**config.mk**
```make
export PLATFORM = sky130hd
export DESIGN_NAME = fetch_unit
export DESIGN_NICKNAME = d
export VERILOG_FILES = /design/src/rtl/fetch_pkg.sv /design/src/rtl/fetch_fifo.sv /design/src/rtl/fetch_unit.sv
export SDC_FILE = /design/constraint.sdc
export NUM_CORES = 1
export LEC_CHECK = 0
export ABC_AREA = 0
export BUFFER_PORTS_ARGS = -buffer_cell sky130_fd_sc_hd__buf_2
export CAP_MARGIN = 10
export CORE_ASPECT_RATIO = 1.25
export CORE_UTILIZATION = 50
export CTS_CLUSTER_DIAMETER = 120
export CTS_CLUSTER_SIZE = 8
export DETAILED_ROUTE_END_ITERATION = 10
export GPL_TIMING_DRIVEN = 0
export PLACE_DENSITY_LB_ADDON = 0.15
export RECOVER_POWER = 50
export SETUP_SLACK_MARGIN = 0.4
export SLEW_MARGIN = 20
export SYNTH_ARGS = -nofsm -noshare
export SYNTH_HDL_FRONTEND = slang
export SYNTH_SLANG_ARGS = --single-unit
```
**constraint.sdc**
```tcl
create_clock -name CLOCK_50 -period 6.8 [get_ports CLOCK_50]
set_input_delay 1.02 -clock CLOCK_50 [delete_from_list [all_inputs] [get_ports CLOCK_50]]
set_output_delay 1.02 -clock CLOCK_50 [all_outputs]
set_load 0.02 [all_outputs]
```
**src/rtl/fetch_pkg.sv**
```systemverilog
// Shared definitions for the instruction fetch unit: widths, constants and
// the decode-facing entry layout.
// Imported by fetch_fifo and fetch_unit.
package fetch_pkg;

  localparam int INSN_W       = 32;
  localparam int XLEN_DEFAULT = 32;

  localparam logic [INSN_W-1:0] NOP_INSN = 32'h0000_0013;

  typedef struct packed {
    logic [XLEN_DEFAULT-1:0] pc;
    logic [INSN_W-1:0]       ins;
  } fetch_entry_t;

endpackage

```
**src/rtl/fetch_fifo.sv**
```systemverilog
// Purpose: prefetch buffer, power-of-two FIFO with wrap-around pointers and flush.
// Latency: a pushed entry is visible at the head on the following cycle.
// Backpressure: push is ignored when full unless a pop happens in the same cycle.
// Ports: clk_i/rst_i (async active-high), push_i/push_dat_i, pop_i, flush_i,
//        head_dat_o, full_o, empty_o, count_o (occupancy, $clog2(DEPTH)+1 bits).
module fetch_fifo
  import fetch_pkg::*;
#(
  parameter int DEPTH = 4,
  parameter int W     = 64
) (
  input  logic                   clk_i,
  input  logic                   rst_i,
  input  logic                   push_i,
  input  logic [W-1:0]           push_dat_i,
  input  logic                   pop_i,
  input  logic                   flush_i,
  output logic [W-1:0]           head_dat_o,
  output logic                   full_o,
  output logic                   empty_o,
  output logic [$clog2(DEPTH):0] count_o
);

  localparam int AW = $clog2(DEPTH);
  localparam int CW = AW + 1;

  logic [W-1:0]  mem_q [DEPTH];
  logic [AW-1:0] wr_ptr_q, wr_ptr_d;
  logic [AW-1:0] rd_ptr_q, rd_ptr_d;
  logic [CW-1:0] count_q, count_d;
  logic          do_push, do_pop;

  assign empty_o    = (count_q == '0);
  assign full_o     = (count_q == CW'(DEPTH));
  assign count_o    = count_q;
  assign head_dat_o = mem_q[rd_ptr_q];

  assign do_pop  = pop_i && !empty_o;
  // A pop frees the slot the same cycle, so push on full is fine alongside it.
  assign do_push = push_i && (!full_o || do_pop);

  always_comb begin
    wr_ptr_d = wr_ptr_q;
    rd_ptr_d = rd_ptr_q;
    count_d  = count_q;
    if (flush_i) begin
      wr_ptr_d = '0;
      rd_ptr_d = '0;
      count_d  = '0;
    end else begin
      if (do_push) wr_ptr_d = wr_ptr_q + AW'(1);
      if (do_pop)  rd_ptr_d = rd_ptr_q + AW'(1);
      if (do_push && !do_pop)      count_d = count_q + CW'(1);
      else if (do_pop && !do_push) count_d = count_q - CW'(1);
    end
  end

  always_ff @(posedge clk_i or posedge rst_i) begin
    if (rst_i) begin
      wr_ptr_q <= '0;
      rd_ptr_q <= '0;
      count_q  <= '0;
    end else begin
      wr_ptr_q <= wr_ptr_d;
      rd_ptr_q <= rd_ptr_d;
      count_q  <= count_d;
    end
  end

  always_ff @(posedge clk_i) begin
    if (do_push && !flush_i) mem_q[wr_ptr_q] <= push_dat_i;
  end

endmodule

```
**src/rtl/fetch_unit.sv**
```systemverilog
// Purpose: instruction fetch with prefetch buffer, in-order response tracking and redirect.
// Latency: response to dec_valid is one cycle; first dec_valid two cycles after first acceptance.
// Backpressure: requests stop once buffer occupancy + outstanding reaches DEPTH.
// Ports: CLOCK_50, reset (async active-high); imem_req_valid/ready, imem_addr;
//        imem_rsp_valid/data; dec_valid/ready, dec_ins, dec_pc; redirect_valid/pc;
//        misalign_trap only when FETCH_MISALIGN_TRAP_EN is defined.
module fetch_unit
  import fetch_pkg::*;
#(
  parameter int              XLEN         = XLEN_DEFAULT,
  parameter int              DEPTH        = 4,
  parameter logic [XLEN-1:0] RESET_VECTOR = 32'h0000_0000
) (
  input  logic              CLOCK_50,
  input  logic              reset,
  output logic              imem_req_valid,
  input  logic              imem_req_ready,
  output logic [XLEN-1:0]   imem_addr,
  input  logic              imem_rsp_valid,
  input  logic [INSN_W-1:0] imem_rsp_data,
  output logic              dec_valid,
  input  logic              dec_ready,
  output logic [INSN_W-1:0] dec_ins,
  output logic [XLEN-1:0]   dec_pc,
  input  logic              redirect_valid,
  input  logic [XLEN-1:0]   redirect_pc
`ifdef FETCH_MISALIGN_TRAP_EN
  ,
  output logic              misalign_trap
`endif
);

  localparam int CW = $clog2(DEPTH) + 1;
  localparam int EW = XLEN + INSN_W;

  logic [XLEN-1:0] fetch_pc_q, fetch_pc_d;
  logic [XLEN-1:0] rsp_pc_q, rsp_pc_d;   // PC of the next response that will be kept
  logic [CW-1:0]   outst_q, outst_d;
  logic [CW-1:0]   discard_q, discard_d;
  logic [CW-1:0]   occ;
  logic [CW:0]     inflight;
  logic [XLEN-1:0] target;
  logic [EW-1:0]   head;
  logic            trapped;
  logic            req_fire, rsp_ok, rsp_keep, pop, buf_full, buf_empty;

`ifdef FETCH_MISALIGN_TRAP_EN
  logic trap_q, trap_d;
  assign target        = redirect_pc;
  assign trapped       = trap_q;
  assign misalign_trap = trap_q;
  assign trap_d        = trap_q || (redirect_valid && (redirect_pc[1:0] != 2'b00));

  always_ff @(posedge CLOCK_50 or posedge reset) begin
    if (reset) trap_q <= 1'b0;
    else       trap_q <= trap_d;
  end
`else
  logic unused_redirect_lsb;
  assign target              = {redirect_pc[XLEN-1:2], 2'b00};
  assign trapped             = 1'b0;
  assign unused_redirect_lsb = ^redirect_pc[1:0];
`endif

  assign inflight = {1'b0, occ} + {1'b0, outst_q};

  // Gated by reset so the request line is low while reset is held, not only after an edge.
  assign imem_req_valid = !reset && !redirect_valid && !trapped &&
                          (inflight < (CW + 1)'(DEPTH));
  assign imem_addr      = fetch_pc_q;
  assign req_fire       = imem_req_valid && imem_req_ready;

  // With nothing outstanding a response is a leftover from before reset; ignore it.
  assign rsp_ok   = imem_rsp_valid && (outst_q != '0);
  assign rsp_keep = rsp_ok && (discard_q == '0) && !redirect_valid && !trapped &&
                    (!buf_full || pop);
  assign pop      = dec_valid && dec_ready;

  always_comb begin
    outst_d = outst_q;
    if (req_fire && !rsp_ok && (outst_q != CW'(DEPTH))) outst_d = outst_q + CW'(1);
    else if (rsp_ok && !req_fire)                       outst_d = outst_q - CW'(1);

    // On redirect every request still in flight after this edge is stale; a response
    // landing in the redirect cycle is already excluded from outst_d.
    discard_d = discard_q;
    if (redirect_valid)                    discard_d = outst_d;
    else if (rsp_ok && (discard_q != '0))  discard_d = discard_q - CW'(1);

    fetch_pc_d = fetch_pc_q;
    if (redirect_valid) fetch_pc_d = target;
    else if (req_fire)  fetch_pc_d = fetch_pc_q + XLEN'(4);

    // Responses are in order and every pre-redirect one is discarded, so kept
    // responses map onto consecutive PCs from the last redirect target.
    rsp_pc_d = rsp_pc_q;
    if (redirect_valid) rsp_pc_d = target;
    else if (rsp_keep)  rsp_pc_d = rsp_pc_q + XLEN'(4);
  end

  always_ff @(posedge CLOCK_50 or posedge reset) begin
    if (reset) begin
      fetch_pc_q <= RESET_VECTOR;
      rsp_pc_q   <= RESET_VECTOR;
      outst_q    <= '0;
      discard_q  <= '0;
    end else begin
      fetch_pc_q <= fetch_pc_d;
      rsp_pc_q   <= rsp_pc_d;
      outst_q    <= outst_d;
      discard_q  <= discard_d;
    end
  end

  fetch_fifo #(
    .DEPTH (DEPTH),
    .W     (EW)
  ) u_buf (
    .clk_i      (CLOCK_50),
    .rst_i      (reset),
    .push_i     (rsp_keep),
    .push_dat_i ({rsp_pc_q, imem_rsp_data}),
    .pop_i      (pop),
    .flush_i    (redirect_valid),
    .head_dat_o (head),
    .full_o     (buf_full),
    .empty_o    (buf_empty),
    .count_o    (occ)
  );

  assign dec_valid = !buf_empty;
  assign dec_pc    = head[EW-1:INSN_W];
  assign dec_ins   = head[INSN_W-1:0];

endmodule

```
### After elaboration in Yosys (flattened, before gate mapping)

Memory sizes are Yosys's and may differ from the RTL's.
Index checks and enable logic that the tools add are counted.

* add/sub/neg operators: 10
* $lt $le $gt $ge: 1
* equal/unequal tests: 2
* muxes and demuxes: 17
* reductions and logical operators: 37

Operator list (number)
* 32-bit two-way mux: 4
* 32-bit by 3-bit adder with 32-bit output, second input constant: 2
* 3-bit two-way mux: 7
* 1-bit logical AND: 17
* 2-bit nonzero test: 5
* 3-bit nonzero test: 3
* 3-bit by 1-bit subtractor with 3-bit output, second input constant: 3
* 1-bit logical NOT: 8
* 2-bit two-way mux: 4
* 3-bit by 1-bit adder with 3-bit output, second input constant: 2
* 3-bit logical NOT: 2
* 2-bit by 1-bit adder with 2-bit output, second input constant: 2
* 3-bit by 3-bit adder with 4-bit output: 1
* 4-bit by 3-bit less-than comparator with 1-bit output, second input constant: 1
* 3-bit == test, second input constant: 1
* 3-bit != test, second input constant: 1
* 1-bit logical OR: 2
* 1-bit two-way mux: 2

* register bits after elaboration: 77
* memory bits (writable): 256
* memories: 1

Memory list
* u_buf.mem_q: depth 4, bits a word 64, read ports 1, clocked after memory_dff 0, wr ports 1, RTL line fetch_fifo.sv:27 `logic [W-1:0] mem_q [DEPTH];`

### Depth between registers and ports, before layout

* depth in word-level cells: 11
* depth in mapped cells: 11

### Modules after synthesis

Synthesis repeated with hierarchy kept, for this count alone.

* cell total of the unflattened synthesis: 838
* area, all modules: 13680.6 um^2

Modules (own cells, without submodules)
* fetch_fifo: instances 1, cells each 383, area each 9688.0 um^2, seq. area each 7862.5 um^2
* fetch_unit: instances 1, cells each 455, area each 3992.6 um^2, seq. area each 1651.6 um^2

### Worst setup path before layout

Ideal clock, no wire load.

* path kind: input to register
* start: input redirect_valid
* end: memory u_buf.mem_q[0][0], enable pin
* library setup time: 0.427 ns
* data arrival time: 3.415 ns
* setup slack: 2.958 ns
* stages on the path: 5
* buffers on the path: 2
* cell sequence: nor3b_1 -> and4_2 -> buf_2 -> buf_2 -> and2_1

* word-level cells in the longest chain between the ends: 7

Ends and longest elaborated chain
* start, declared: RTL line fetch_unit.sv:25 `input logic redirect_valid,`
* 1-bit logical NOT *: RTL line fetch_fifo.sv:71, fetch_unit.sv:75
* 1-bit logical AND (2 in series): RTL line fetch_unit.sv:75 `assign rsp_keep = rsp_ok && (discard_q == '0) && !redirect_valid && !trapped &&`
* 1-bit logical AND: RTL line fetch_fifo.sv:40 `assign do_push = push_i && (!full_o || do_pop);`
* 1-bit logical AND *: RTL line fetch_fifo.sv:71 `if (do_push && !flush_i) mem_q[wr_ptr_q] <= push_dat_i;`
* 1-bit two-way mux *: RTL line fetch_fifo.sv:71
* 1-bit two-way mux (not written as such) *: RTL line fetch_fifo.sv:71
* end, declared: RTL line fetch_fifo.sv:27

Mark *: on every way between the ends. The rest lies on a longest branch, timed or not.

### Worst setup path in the final report

* start: input redirect_valid
* end: output imem_req_valid

* word-level cells in the longest chain between the ends: 3

Ends and longest elaborated chain
* 1-bit logical NOT: RTL line fetch_unit.sv:68 `assign imem_req_valid = !reset && !redirect_valid && !trapped &&`
* 1-bit logical AND (2 in series): RTL line fetch_unit.sv:68
* end, declared: RTL line fetch_unit.sv:16 `output logic imem_req_valid,`

No other way between the ends.

==> metrics.cfg <==
[run_status]
status = complete, but fails checks
violations = capacitance limit, slew limit

[clock_network]
cts_tree = yes
cts_buffer_depth = 3
clkSinkCount = 321
htree_num_levels = 2
root_buffer = clkbuf_16
cts_buffers = 46
cts.clk_slew.worst_paths_ns = 0.05
postCtsResizedCells = 0
clock_latency_ns = 0.53
cts_hold_buf = 0
post-cts-setup-buffers = 0

[power_and_ir_drop]
ir_drop_mv = 0.187
p_leak_nw = 5.55
finalPower_mw = 5.59
power_density_nw_per_um2 = 353

[placement]
dp_hpwl_mm = 19.5
place_area_um2 = 14700
place.gp.congestion = 0.884
io_buffers = 160

[final_layout]
utilization_pct = 60.6
multi_input_area_um2 = 3830
nets = 1121
fill_cells = 1999
final_common_cell = edfxtp_1
layout_common_cells = 248 x edfxtp_1, 105 x clkbuf_1, 104 x buf_2
diodes = 0
stdcell_area_um2 = 15900
drive_above_1_share_pct = 24.1
regArea_um2 = 9270
syn2layout_area_growth_pct = 18.6

[die]
dieArea_um2 = 27400
pin_count = 168
fp.dieW_um = 148
fp.dieH_um = 185
rows = 66
start_util_pct = 51.1
core_area_um2 = 26200

[global_route]
track_usage_pct = 22.2
grt_pass1_vias = 8399
grt_max_degree = 47
grt_first_pass_wirelength_mm = 45.9
grt_overflow = 0
antenna_found_initial = 0

[sta]
rsz0062_at_grt = false
finalMaxSlewViolations = 76
finalCritPeriodShare_pct = 54.4
slew_headroom_pct = -40.6
fin_tns_setup_ns = 0
finClkSkew_ns = 0.0196
hold_slack_ns = 0.565
worst_pin_slew_ns = 2.11
hold_viol = 0
period_needed_ns = 3.70
setup_viol = 0
max_freq_mhz = 270

[worst_setup_path]
path_max_fanout = 10
worstSetupPathType = input port to output pin
critPathCaptureType = output pin
crit_arrival_ns = 2.68
cp.required_ns = 5.78
worst_setup_path_start_kind = input port

[routing]
first_iter_violations = 502
wl_per_cell_um = 20.8
vias_per_cell = 5.82
antenna_left = 0
drt_wl_total_mm = 28.9
drc_errors = 0
vias = 8113
first_pass_iters = 4

[yosys]
syn_inst = 821
avgSynthCellArea_um2 = 16.3
synth_enable_flop_cells = 248
syn_area_um2 = 13400
ys_ff_latch = 321
synth_ff_type = edfxtp_1
synth_cell_type_count = 63
ys.warnings.count = 0
async_flop_share_pct = 22.7
yosysTopAreaCellShare_pct = 55.7
yosysSeqAreaShare_pct = 69.4
synth.largest_area_cell = edfxtp_1
yosys-top-cells-area = edfxtp_1 56%, dfrtp_1 14%, mux4_2 10%

[hold_path]
hold_class = flop to flop

[flow_run]
maxCapViolCount = 2

==> cell families after synthesis <==
logic type / count (synthesis) / synth area share [%]
mux: 69 / 11.0
fa+ha+maj: 14 / 1.37
xor+xnor: 10 / 0.655
other cells: 1 / 0.0281
compound gates: 141 / 7.34
flops: 321 / 69.4
buf+inv: 62 / 2.03
simple gates: 203 / 8.18
==> power by group <==
group	internal, mW	switching [mW]	leakage, nW
clock	1.22	0.752	0.603
combinational	0.516	0.714	1.82
sequential	2.26	0.134	3.12
total	3.99	1.60	5.55
==> stage by stage <==
| step | instances | worst slack, ns |
|---|---|---|
| final | 1393 | 3.10 |
| after global routing | 1393 | 2.65 |
| after CTS | 1393 | 3.07 |
| after detailed placement | 1329 | 3.10 |
| after global placement | 1324 | 1.44 |
| after floorplan | 824 | 2.96 |
==> worst paths after layout <==
path	depth (start not counted)	end	slack (ns)	from
max	6	imem_req_valid	3.10	redirect_valid
min	1	imem_addr[22]	0.57	imem_addr[22]
max reg2reg	8	u_buf.mem_q[1][10]	3.33	discard_q[0]
min reg2reg	1	imem_addr[22]	0.57	imem_addr[22]
max in group asynchronous	3	rsp_pc_q[14]	3.28	reset
min in group asynchronous	2	imem_addr[19]	0.92	reset
==> per-layer routing <==
metal / wire length, µm / global-route usage (%) / share of wire, %
met1: 11400 / 27.4 / 39
met2: 15100 / 39.1 / 52
met3: 1530 / 3.79 / 5.3
met4: 839 / 8.16 / 2.9
met5: 0 / 0 / 0
==> layout make-up <==
class | instances | share of cell area (%)
Buffer | 42 | 1.21
Clock buffer | 60 | 7.59
Clock inverter | 4 | 0.268
Inverter | 20 | 0.481
Multi-Input combinational cell | 441 | 24.2
Sequential cell | 321 | 58.5
Tap cell | 340 | 2.68
Timing Repair Buffer | 165 | 5.11
==> synthesized netlist by cell type, types with 2 or more instances <==
library cell    n
a21oi_1        13
o31ai_1         3
xor2_1          6
nand2b_1        2
mux4_2         62
and3_1          8
mux2_2          5
nor3b_1         4
nor3_1          3
buf_4           6
or2_2           2
or3_1           6
and3_2          3
a31o_2          5
and4_1          5
o211ai_1       23
ha_1           13
nor4_2          2
xnor2_1         4
nand3_1        30
mux2i_1         2
buf_1           2
nor2_1         29
buf_2          13
o21ai_0        42
nand2_1        63
o311ai_0       26
o211a_1         6
a41oi_1         3
clkbuf_1       21
nand4_1        22
edfxtp_1      248
or4_1           2
a31oi_1         7
and2_1          7
dfrtp_1        73
o31a_1          3
nor4_1          3
inv_1          20
==> state kept, by name, summed over array words and instances, names as in the netlist <==
| name | count |
|---|---|
| u_buf.mem_q | 248 |
| imem_addr | 30 |
| rsp_pc_q | 30 |
| discard_q | 3 |
| outst_q | 3 |
| u_buf.count_o | 3 |
| u_buf.rd_ptr_q | 2 |
| u_buf.wr_ptr_q | 2 |
==> critical path, stage by stage <==
cell	delay, ns
clkbuf_1	0.15
inv_1	0.11
clkbuf_1	0.47
clkbuf_1	0.50
and3_1	0.26
buf_2	0.16
Note: power is estimated with default switching activity, not from simulation.
